--- config.mk ---
export PLATFORM = sky130hd
export DESIGN_NAME = debug_mem_dumper
export DESIGN_NICKNAME = d
export VERILOG_FILES = /design/src/rtl/debug_mem_dumper.sv
export SDC_FILE = /design/constraint.sdc
export NUM_CORES = 1
export LEC_CHECK = 0
export CORE_UTILIZATION = 53
export CTS_BUF_LIST = sky130_fd_sc_hd__clkbuf_4 sky130_fd_sc_hd__clkbuf_8
export DETAILED_ROUTE_END_ITERATION = 8
export PLACE_DENSITY = 0.82
export SLEW_MARGIN = 15
export SYNTH_ARGS = -nofsm -noshare
export SYNTH_HDL_FRONTEND = slang
export SYNTH_SLANG_ARGS = --single-unit
--- constraint.sdc ---
create_clock -name i_clk -period 1.9 [get_ports i_clk]
set_input_delay 0.38 -clock i_clk [delete_from_list [all_inputs] [get_ports i_clk]]
set_output_delay 0.38 -clock i_clk [all_outputs]
set_load 0.1 [all_outputs]
--- src/rtl/debug_mem_dumper.sv ---
// -----------------------------------------------------------------------------
// debug_mem_dumper
//
// Debug-unit reader that sweeps every data-memory word while the pipeline is
// halted. Each word is streamed to the UART transmitter as four bytes, most
// significant byte first, in ascending address order.
//
// Ports:
//   i_clk          clock, all state changes on the rising edge
//   i_rst          asynchronous active-low reset
//   i_start        dump request, only honoured while idle
//   o_mem_read_en  data-memory debug read enable (high only while reading)
//   o_mem_addr     data-memory word address (holds its last value)
//   i_mem_data     read data, valid one cycle after address/enable
//   o_tx_data      byte presented to the UART transmitter
//   o_tx_start     one-cycle pulse launching transmission of o_tx_data
//   i_tx_done      one-cycle pulse from the transmitter when a byte is sent
//   o_busy         high in every state except idle
//   o_done         one-cycle pulse after the last byte has been sent
// -----------------------------------------------------------------------------
module debug_mem_dumper #(
    parameter int LEN            = 32,
    parameter int RAM_DEPTH_DATA = 21,
    parameter int NB_MEM_ADDR    = 5,
    parameter int NB_BYTE        = 8
) (
    input  logic                   i_clk,
    input  logic                   i_rst,
    input  logic                   i_start,
    output logic                   o_mem_read_en,
    output logic [NB_MEM_ADDR-1:0] o_mem_addr,
    input  logic [LEN-1:0]         i_mem_data,
    output logic [NB_BYTE-1:0]     o_tx_data,
    output logic                   o_tx_start,
    input  logic                   i_tx_done,
    output logic                   o_busy,
    output logic                   o_done
);

    typedef enum logic [2:0] {
        ST_IDLE    = 3'd0,
        ST_READ    = 3'd1,
        ST_LATCH   = 3'd2,
        ST_SEND    = 3'd3,
        ST_WAIT_TX = 3'd4,
        ST_DONE    = 3'd5
    } state_t;

    // Address of the final word; the counter stops here and never wraps.
    localparam logic [NB_MEM_ADDR-1:0] LAST_ADDR = NB_MEM_ADDR'(RAM_DEPTH_DATA - 1);

    state_t                 state_r;
    logic [NB_MEM_ADDR-1:0] addr_r;
    logic [1:0]             byte_cnt_r;
    logic [LEN-1:0]         word_r;
    logic                   mem_read_en_r;
    logic [NB_BYTE-1:0]     tx_data_r;
    logic                   tx_start_r;
    logic                   busy_r;
    logic                   done_r;

    // Byte picker: index 0 is the most significant byte of the word.
    function automatic logic [NB_BYTE-1:0] byte_sel(input logic [LEN-1:0] word,
                                                    input logic [1:0]     idx);
        case (idx)
            2'd0:    byte_sel = word[LEN-1 -: NB_BYTE];
            2'd1:    byte_sel = word[LEN-1-NB_BYTE -: NB_BYTE];
            2'd2:    byte_sel = word[LEN-1-2*NB_BYTE -: NB_BYTE];
            default: byte_sel = word[LEN-1-3*NB_BYTE -: NB_BYTE];
        endcase
    endfunction

    // Dump sequencer: state, counters, word buffer and every registered output.
    always_ff @(posedge i_clk or negedge i_rst) begin
        if (!i_rst) begin
            state_r       <= ST_IDLE;
            addr_r        <= '0;
            byte_cnt_r    <= 2'd0;
            word_r        <= '0;
            mem_read_en_r <= 1'b0;
            tx_data_r     <= '0;
            tx_start_r    <= 1'b0;
            busy_r        <= 1'b0;
            done_r        <= 1'b0;
        end else begin
            case (state_r)
                ST_IDLE: begin
                    tx_start_r <= 1'b0;
                    done_r     <= 1'b0;
                    if (i_start) begin
                        addr_r        <= '0;
                        byte_cnt_r    <= 2'd0;
                        mem_read_en_r <= 1'b1;
                        busy_r        <= 1'b1;
                        state_r       <= ST_READ;
                    end else begin
                        mem_read_en_r <= 1'b0;
                        busy_r        <= 1'b0;
                        state_r       <= ST_IDLE;
                    end
                end
                ST_READ: begin
                    // Memory samples the address on this edge; data arrives in LATCH.
                    mem_read_en_r <= 1'b0;
                    state_r       <= ST_LATCH;
                end
                ST_LATCH: begin
                    // The first byte comes straight from the read port because
                    // word_r only becomes valid on this same edge.
                    word_r     <= i_mem_data;
                    byte_cnt_r <= 2'd0;
                    tx_data_r  <= byte_sel(i_mem_data, 2'd0);
                    tx_start_r <= 1'b1;
                    state_r    <= ST_SEND;
                end
                ST_SEND: begin
                    // A done pulse coincident with the start pulse is not looked at.
                    tx_start_r <= 1'b0;
                    state_r    <= ST_WAIT_TX;
                end
                ST_WAIT_TX: begin
                    if (i_tx_done) begin
                        if (byte_cnt_r != 2'd3) begin
                            byte_cnt_r <= byte_cnt_r + 2'd1;
                            tx_data_r  <= byte_sel(word_r, byte_cnt_r + 2'd1);
                            tx_start_r <= 1'b1;
                            state_r    <= ST_SEND;
                        end else if (addr_r == LAST_ADDR) begin
                            done_r  <= 1'b1;
                            state_r <= ST_DONE;
                        end else begin
                            addr_r        <= addr_r + NB_MEM_ADDR'(1);
                            mem_read_en_r <= 1'b1;
                            state_r       <= ST_READ;
                        end
                    end else begin
                        state_r <= ST_WAIT_TX;
                    end
                end
                ST_DONE: begin
                    done_r  <= 1'b0;
                    busy_r  <= 1'b0;
                    state_r <= ST_IDLE;
                end
                default: begin
                    // Unreachable encoding: park safely in idle with outputs quiet.
                    mem_read_en_r <= 1'b0;
                    tx_start_r    <= 1'b0;
                    busy_r        <= 1'b0;
                    done_r        <= 1'b0;
                    state_r       <= ST_IDLE;
                end
            endcase
        end
    end

    assign o_mem_read_en = mem_read_en_r;
    assign o_mem_addr    = addr_r;
    assign o_tx_data     = tx_data_r;
    assign o_tx_start    = tx_start_r;
    assign o_busy        = busy_r;
    assign o_done        = done_r;

endmodule

==> metrics, run 1 <==
status=complete, no violations; setup TNS=0 ns; Post-CTS Resized=0; final hold vios=0; io pins=53; share of the synthesized area in the top cell type=50.97%; Placed Area=3332 um2; Max rail drop VDD=806.9 uV; drt drc=0; WS Path Type=reg2reg; Area Growth Syn to Fin=28.83%; initial antenna violation count=0; CTS Sinks=54; cell accounting for the most synthesized area=dfrtp_1; r2r worst-path depth=7; f_max=556.7 MHz; crit share post-route=94.54%; worst slew pin tran=0.4482 ns; layout cells sized above 1=26.17%; Die Ht=72.73 um; die area=5289 um2; power per cell area=1685 nW/um2; vias=1984; Post-CTS Setup Bufs=0; synth top area cells=dfrtp_1 (51%), mux2_2 (11%), a22oi_1 (4.5%); Die X=72.73 um; dpl hpwl=3.868 mm; Syn Nets=289; placed insts=358; Tightest Hold Check Type=in2async; H-tree levels=2; Slew Limit Headroom=70.12%; final WL=5.353 mm; Worst-path clk slew=0.09 ns; drt initial violations=132; Post-synth top cells=dfrtp_1 (54), nand2_1 (30), mux2_2 (25); largest stage delay on the critical path=0.50 ns; ys async rst share=100.0%; worst-path fanout max=6; Wirelength per Cell=14.67 um; Hold Buf Count CTS=0; r2r setup slk=0.10 ns; unrepaired setup endpoints after global routing=no; GR Util All Layers=22.17%; CTS tree=yes; Mapped Cells=246; Main synth FF type=dfrtp_1; worst-path cell chain=inv_2 > ha_1 > and4b_1 > o21a_1 > buf_4 > nor4_1 > a211o_1; DRT Pass-1 Iters=4; # port buffers=52; fin cells=365; number of global-route vias before repair=1809; antenna cells=0; crit start category=flip-flop; Root Driver=clkbuf_8; Setup Viol. Count Final=0; worst endpoint required time=2.15 ns; critical path arrival=2.04 ns; Syn Area/Cell=10.78 um2; Setup crit end kind=flip-flop; number of synthesized flops with an enable pin=0; initial core utilization=55.76%; Leakage=1.497 nW; Final Wtd Congestion=0.8601; synthesized area=2651 um2; CTS Buffer Depth=2; count leader, synth=dfrtp_1; clock latency on the worst-skew pair=0.31 ns; vias per inst=5.436; Buffers & Inverters on Critical Path=2; top cell family by delay on the critical path=simple AND/OR/NAND/NOR gates; post-route ant nets=0; Clock Skew=0.007751 ns; row cnt=25; reg2reg start=o_mem_addr[0]; Seq/Total Area, Yosys=50.97%; core area=4755 um2; final instance area=3416 um2; TritonCTS Buffers=5; first-pass GRT wire length=8.735 mm; Final Slew Violations=0; Nets=341; Synth Register Bits=54; min Tclk post-route=1.796 ns; Critical-path top delay cell=dfrtp_4; Synthesis Warnings=0; worst reg2reg path endpoint=o_mem_addr[3]; synth unique cells=39; largest net degree at the start of global routing=37; Max-cap violations=0; total grt overflow=0
cell families after synthesis:
family	synth area share (%)
compound gates	16.75
xor+xnor	0.6608
fa+ha+maj	3.303
buf+inv	5.663
flops	50.97
mux	12.13
simple gates	10.52
worst max path at each step:
stage	start	end	slack [ns]	depth (start not counted)
6_report	o_mem_addr[0]	o_mem_addr[3]	0.10	7
2_1_floorplan	o_mem_addr[1]	o_mem_addr[3]	0.01	6
5_1_grt	o_mem_addr[1]	o_mem_addr[3]	0.07	7
3_3_place_gp	i_tx_done	o_mem_addr[3]	0.13	5
3_5_place_dp	i_tx_done	byte_cnt_r[1]	0.09	5
4_1_cts	o_mem_addr[0]	o_mem_addr[3]	0.10	7
per-layer routing:
| metal | routed length (um) | GRT usage, % | vias up |
|---|---|---|---|
| met3 | 278 | 5.801 | 8 |
| li1 | - | - | 966 |
| met1 | 2588 | 33.36 | 949 |
| met5 | 0 | 0 | - |
| met2 | 2410 | 31.46 | 61 |
| met4 | 76 | 6.754 | 0 |
state kept, by name, indices dropped and copies added (netlist names):
signal / cells
byte_cnt_r: 2
o_busy: 1
o_done: 1
o_mem_addr: 5
o_mem_read_en: 1
o_tx_data: 8
o_tx_start: 1
state_r: 3
word_r: 32
power breakdown:
group / switching (mW) / internal (mW) / leakage [nW] / total, mW
registers: 0.361 / 1.68 / 0.658 / 2.04
logic: 1.92 / 1.18 / 0.804 / 3.10
clock network: 0.360 / 0.252 / 0.0362 / 0.612
total: 2.64 / 3.12 / 1.50 / 5.76
area by class of cell:
cell class / count / area, um2
Fill cell: 363 / 1339
Timing Repair Buffer: 63 / 680.7
Clock buffer: 5 / 68.82
Inverter: 13 / 48.80
Clock inverter: 2 / 15.01
Multi-Input combinational cell: 161 / 1156
Sequential cell: 54 / 1363
Tap cell: 67 / 83.83
worst register-to-register path: cells and delay by family, from the launching register on:
kind,cells,cell delay [ns]
AND/OR/NAND/NOR,2,0.51
AO/OA/AOI/OAI,2,0.35
flip-flops,1,0.50
adder cells (fa/ha/maj),1,0.19
buffers and inverters,2,0.19
layout by cell type, fill, tap and decap left out, types with 3 or more instances in the layout:
cell,instances
a21oi_1,14
a21oi_2,5
a22oi_1,16
buf_12,10
buf_4,18
clkbuf_8,5
clkdlybuf4s50_1,34
dfrtp_1,49
dfrtp_2,3
ha_1,7
inv_1,12
mux2_2,25
mux2i_1,4
nand2_1,30
nand3_1,7
nor2b_1,3
o21ai_0,18
o21ai_1,6
stage by stage:
stage,hold WS [ns],util [%],setup WS [ns],total power [mW]
after detailed placement,0.3468,70.08,0.08599,5.164
final,0.002452,71.84,0.1037,5.756
after global placement,0.3524,70.08,0.1325,5.066
after floorplan,0.08441,-,0.01004,4.334
after global routing,0.02804,71.84,0.06750,6.108
after CTS,0.01052,71.84,0.1041,5.778
(Power assumes the default switching activity.)
==> run 2, diff against run 1 <==
- CORE_UTILIZATION: 53 -> 35
- PLACE_DENSITY: 0.82 -> unset
==> metrics, run 2 (synthesized netlist as in run 1, its figures left out) <==
dpl hpwl=4.173 mm (was 3.868 mm); first-pass GRT wire length=9.618 mm (was 8.735 mm); Reg with most FFs=word_r (unchanged); fillers=726 (was 363); power share of the combinational group=54.1% (was 53.9%); vias per inst=4.889 (was 5.436); status=complete, no violations (unchanged); CTS Buffer Depth=2 (unchanged); largest net degree at the start of global routing=36 (was 37); Storage cell area=1363 um2 (unchanged); largest stage delay on the critical path=0.55 ns (was 0.50 ns); CTS tree=yes (unchanged); H-tree levels=2 (unchanged); Critical-path top delay cell=dfrtp_4 (unchanged); Root Driver=clkbuf_8 (unchanged); worst-path fanout max=6 (unchanged); min Tclk post-route=1.787 ns (was 1.796 ns); Clock Skew=0.009875 ns (was 0.007751 ns); die area=7927 um2 (was 5289 um2); Final Wtd Congestion=0.8193 (was 0.8601); vias=1941 (was 1984); Final Slew Violations=0 (unchanged); clock latency on the worst-skew pair=0.31 ns (about the same); Max rail drop VDD=524.4 uV (was 806.9 uV); Slew Limit Headroom=66.75% (was 70.12%); final WL=5.835 mm (was 5.353 mm); drt drc=0 (unchanged); fin cells=397 (was 365); io pins=53 (unchanged); antenna cells=0 (unchanged); core area=7292 um2 (was 4755 um2); sw power=2.694 mW (was 2.641 mW); Wirelength per Cell=14.70 um (was 14.67 um); placed insts=390 (was 358); layout cells sized above 1=26.17% (unchanged); clock share of power=10.7% (was 10.6%); GR Util All Layers=16.18% (was 22.17%); power per cell area=1686 nW/um2 (was 1685 nW/um2); final hold vios=0 (unchanged); Setup Viol. Count Final=0 (unchanged); DRT Pass-1 Iters=4 (unchanged); worst-path cell chain=inv_2 > ha_1 > and4b_1 > o21a_1 > buf_4 > nor4_1 > a211o_1 (unchanged); most common cell after layout, fill and taps aside=dfrtp_1 (unchanged); Pwr Total=5.910 mW (was 5.756 mW); Area Growth Syn to Fin=32.23% (was 28.83%); TritonCTS Buffers=5 (unchanged); crit share post-route=94.07% (was 94.54%); worst endpoint required time=2.10 ns (was 2.15 ns); f_max=559.5 MHz (was 556.7 MHz); most frequent cells in the layout=dfrtp_1 (49), clkdlybuf4s50_1 (34), nand2_1 (30), mux2_2 (25), o21ai_0 (18) (was dfrtp_1 (49), clkdlybuf4s50_1 (34), nand2_1 (30), mux2_2 (25)); setup TNS=0 ns (unchanged); Post-CTS Resized=0 (unchanged); Sw Share=45.59% (was 45.88%); critical path arrival=1.99 ns (was 2.04 ns); Max-cap violations=0 (unchanged); # port buffers=52 (unchanged); drt initial violations=79 (was 132); CTS Sinks=54 (unchanged); crit start category=flip-flop (unchanged); Leakage=1.514 nW (was 1.497 nW); unrepaired setup endpoints after global routing=no (unchanged); Post-CTS Setup Bufs=0 (unchanged); Die X=89.04 um (was 72.73 um); initial antenna violation count=0 (unchanged); total grt overflow=0 (unchanged); row cnt=31 (was 25); WS Path Type=reg2reg (unchanged); Nets=341 (unchanged); Setup crit end kind=flip-flop (unchanged); post-route ant nets=0 (unchanged); worst slew pin tran=0.4988 ns (was 0.4482 ns); max reg flops=32 (unchanged); Worst-path clk slew=0.09 ns (about the same); Tightest Hold Check Type=in2async (unchanged); initial core utilization=36.36% (was 55.76%); sequential share of power=35.2% (was 35.5%); number of global-route vias before repair=1897 (was 1809); Die Ht=89.04 um (was 72.73 um); multi-input logic area=1156 um2 (unchanged); P_int=3.216 mW (was 3.115 mW); Hold Buf Count CTS=0 (unchanged)
[run 2: cell types whose count changed in the layout (fill, tap and decap cells not counted)]
cell    previous run  this run
buf_4             18        14
buf_12            10        14
[run 2: cell type report]
class,instances,area share [%]
clock buffers,5,1.963
clock inverters,2,0.4283
inverters,13,1.392
multi-input cells,161,32.98
flip-flops and latches,54,38.87
well taps,99,3.533
repair buffers,63,20.84
[run 2: through the flow]
stage / worst slack, ns / instance area (um2) / utilization (%) / hold slack [ns]
finish: 0.1126 / 3506 / 48.08 / 0.02321
global route: 0.03351 / 3506 / 48.08 / 0.05882
CTS: 0.1329 / 3506 / 48.08 / 0.03373
detailed placement: 0.06179 / 3422 / 46.93 / 0.3822
global placement: 0.09292 / 3422 / 46.93 / 0.3798
floorplan: 0.01004 / 2663 / - / 0.08441
[run 2: worst max-delay path: cells and delay by family (launching register included)]
kind / cells / cell delay, ns
DFF: 1 / 0.55
AOI/OAI and AO/OA: 2 / 0.45
and+or+nand+nor: 2 / 0.35
buffers and inverters: 2 / 0.20
adders and majority gates: 1 / 0.13
[run 2: final timing paths]
check	from	to	slack, ns	depth (start not counted)
worst min-delay path	i_rst	o_busy	0.02	1
worst max register to register	o_mem_addr[0]	o_mem_addr[3]	0.11	7
max in group asynchronous	i_rst	word_r[26]	1.32	2
min in group i_clk	o_tx_data[3]	o_tx_data[3]	0.50	2
worst min register to register	o_tx_data[3]	o_tx_data[3]	0.50	2
worst max-delay path	o_mem_addr[0]	o_mem_addr[3]	0.11	7
[run 2: per-layer routing]
layer	global-route usage (%)	up-vias	share of wire, %
met5	0	-	0
met4	5.628	0	1.5
met3	3.324	6	3.2
met2	24.97	36	47
met1	22.73	937	48
li1	-	962	-
[run 2: power by group through the flow]
stage	clock, mW	sequential (mW)	combinational [mW]
finish	0.632	2.08	3.20
global route	0.704	2.15	3.46
CTS	0.659	2.08	3.22
detailed placement	0	2.11	3.21
global placement	0	2.08	3.16
floorplan	0	2.78	1.56
==> run 3, diff against run 2 <==
--- a/config.mk
+++ b/config.mk
@@ -9,4 +9,5 @@
 export CTS_BUF_LIST = sky130_fd_sc_hd__clkbuf_4 sky130_fd_sc_hd__clkbuf_8
 export DETAILED_ROUTE_END_ITERATION = 8
+export MAX_ROUTING_LAYER = met4
 export SLEW_MARGIN = 15
 export SYNTH_ARGS = -nofsm -noshare
==> constraint.sdc (replaced) <==
create_clock -name i_clk -period 1.9 [get_ports i_clk]
set_input_delay 0.38 -clock i_clk [delete_from_list [all_inputs] [get_ports i_clk]]
set_output_delay 0.38 -clock i_clk [all_outputs]
set_load 0.05 [all_outputs]
==> metrics, run 3 (synthesized netlist as in run 1, its figures left out) <==
Final Wtd Congestion=0.8129 (was 0.8193); Setup crit end kind=flip-flop (unchanged); post-route ant nets=0 (unchanged); final hold vios=0 (unchanged); Final Slew Violations=0 (unchanged); drt drc=0 (unchanged); worst-path cell chain=inv_1 > ha_1 > and4b_1 > o21a_1 > nand2b_4 > a211o_1 (was inv_2 > ha_1 > and4b_1 > o21a_1 > buf_4 > nor4_1 > a211o_1); CTS Sinks=54 (unchanged); min Tclk post-route=1.737 ns (was 1.787 ns); most common cell after layout, fill and taps aside=dfrtp_1 (unchanged); Storage cell area=1354 um2 (was 1363 um2); # port buffers=52 (unchanged); antenna cells=0 (unchanged); DRT Pass-1 Iters=4 (unchanged); initial core utilization=36.36% (unchanged); dpl hpwl=4.148 mm (was 4.173 mm); Setup Viol. Count Final=0 (unchanged); TritonCTS Buffers=5 (unchanged); r2r setup slk=0.16 ns (was 0.11 ns); crit share post-route=91.44% (was 94.07%); unrepaired setup endpoints after global routing=no (unchanged); Worst-path clk slew=0.10 ns (was 0.09 ns); Max rail drop VDD=487.6 uV (was 524.4 uV); final WL=5.625 mm (was 5.835 mm); Die Ht=89.04 um (unchanged); initial antenna violation count=0 (unchanged); sw power=2.181 mW (was 2.694 mW); Sw Share=41.24% (was 45.59%); first-pass GRT wire length=9.156 mm (was 9.618 mm); Critical path origin=o_mem_addr[0] (unchanged); max reg flops=32 (unchanged); CP Capture Point=o_mem_addr[3] (unchanged); Critical-path top delay cell=dfrtp_2 (was dfrtp_4); Buffers & Inverters on Critical Path=1 (was 2); WS Path Type=reg2reg (unchanged); critical path arrival=1.95 ns (was 1.99 ns); Wirelength per Cell=14.03 um (was 14.70 um); Die X=89.04 um (unchanged); vias=2011 (was 1941); Clock Skew=0.008395 ns (was 0.009875 ns); drt initial violations=106 (was 79); GR Util All Layers=15.85% (was 16.18%); Area Growth Syn to Fin=28.79% (was 32.23%); P_int=3.109 mW (was 3.216 mW); clock latency on the worst-skew pair=0.32 ns (was 0.31 ns); core area=7292 um2 (unchanged); worst-path fanout max=6 (unchanged); Max-cap violations=0 (unchanged); number of global-route vias before repair=1890 (was 1897); CTS tree=yes (unchanged); worst reg2reg path endpoint=o_mem_addr[3] (unchanged); top cell family by delay on the critical path=compound AO/OA/AOI/OAI gates (was flip-flops); row cnt=31 (unchanged); Tightest Hold Check Type=in2async (unchanged); layout cells sized above 1=23.51% (was 26.17%); Slew Limit Headroom=66.21% (was 66.75%); Nets=344 (was 341); clock share of power=13.1% (was 10.7%); fillers=727 (was 726); most frequent cells in the layout=dfrtp_1 (52), clkdlybuf4s50_1 (34), nand2_1 (30), mux2_2 (25), buf_4 (22) (was dfrtp_1 (49), clkdlybuf4s50_1 (34), nand2_1 (30), mux2_2 (25), o21ai_0 (18)); total grt overflow=0 (unchanged); CTS Buffer Depth=2 (unchanged); Reg with most FFs=word_r (unchanged); Post-CTS Setup Bufs=0 (unchanged); crit start category=flip-flop (unchanged); r2r worst-path depth=6 (was 7); largest stage delay on the critical path=0.45 ns (was 0.55 ns); multi-input logic area=1156 um2 (unchanged); f_max=575.6 MHz (was 559.5 MHz); Root Driver=clkbuf_8 (unchanged); die area=7927 um2 (unchanged); power per cell area=1549 nW/um2 (was 1686 nW/um2); Leakage=1.567 nW (was 1.514 nW); reg2reg start=o_mem_addr[0] (unchanged); H-tree levels=2 (unchanged); largest net degree at the start of global routing=23 (was 36); worst endpoint required time=2.11 ns (was 2.10 ns); io pins=53 (unchanged); worst slew pin tran=0.5060 ns (was 0.4988 ns); power share of the combinational group=49.3% (was 54.1%); status=complete, no violations (unchanged); vias per inst=5.015 (was 4.889); Crit path depth=6 (was 7); Finished Core Util=46.83% (was 48.08%); sequential share of power=37.6% (was 35.2%); setup TNS=0 ns (unchanged)
[run 3: changes by cell type in the layout (fill, tap and decap cells not counted), moves of 2 or more]
cell            previous run  this run
buf_12                    14         2
buf_4                     14        22
clkinv_4                   0         2
clkinvlp_4                 2         0
dfrtp_1                   49        52
dfrtp_4                    2         0
dlymetal6s2s_1             0         5
[run 3: worst min path at each step]
| stage | to | slack (ns) |
|---|---|---|
| global placement | o_busy | 0.32 |
| global route | state_r[2] | 0.52 |
| CTS | state_r[2] | 0.49 |
| floorplan | byte_cnt_r[0] | 0.08 |
| finish | o_mem_addr[4] | 0.49 |
| detailed placement | o_busy | 0.31 |
[run 3: power by group through the flow]
stage,combinational [mW],clock (mW),sequential (mW)
4_1_cts,2.64,0.721,2.00
2_1_floorplan,1.56,0,2.32
3_3_place_gp,2.60,0,2.01
3_5_place_dp,2.64,0,2.03
6_report,2.61,0.692,1.99
5_1_grt,2.86,0.767,2.06
[run 3: timing repair]
action,4_1_cts,5_1_grt
setup endpoints to repair,1,5
hold endpoints to repair,11,0
gates resized for setup,1,5
hold buffers,1,0
[run 3: layout make-up]
cell class                 count  share of cell area, %
clock buffer                   6                  2.418
clock inverter                 2                 0.5130
inverter                      13                  1.429
multi-input combinational    161                  33.86
sequential                    54                  39.65
tap                           99                  3.628
timing repair buffer          66                  18.50
[run 3: routing by layer]
metal  part of all wire (%)  up-vias  wire (um)  global-route usage (%)
met5                      0        -          0                       -
met3                    3.6        7        202                   3.693
met1                     48      987       2698                   21.92
met2                     47       40       2637                   22.94
li1                       -      977          -                       -
met4                    1.5        0         86                   5.339
[run 3: through the flow]
step	cell area (um2)	setup slack, ns	total power, mW	cells	hold slack, ns
floorplan	2654	0.05150	3.874	246	0.08441
global placement	3293	0.08778	4.606	392	0.3185
detailed placement	3293	0.05987	4.663	392	0.3131
CTS	3402	0.002633	5.358	401	0.4945
global route	3415	0.04613	5.688	401	0.5219
finish	3415	0.1626	5.290	401	0.4910
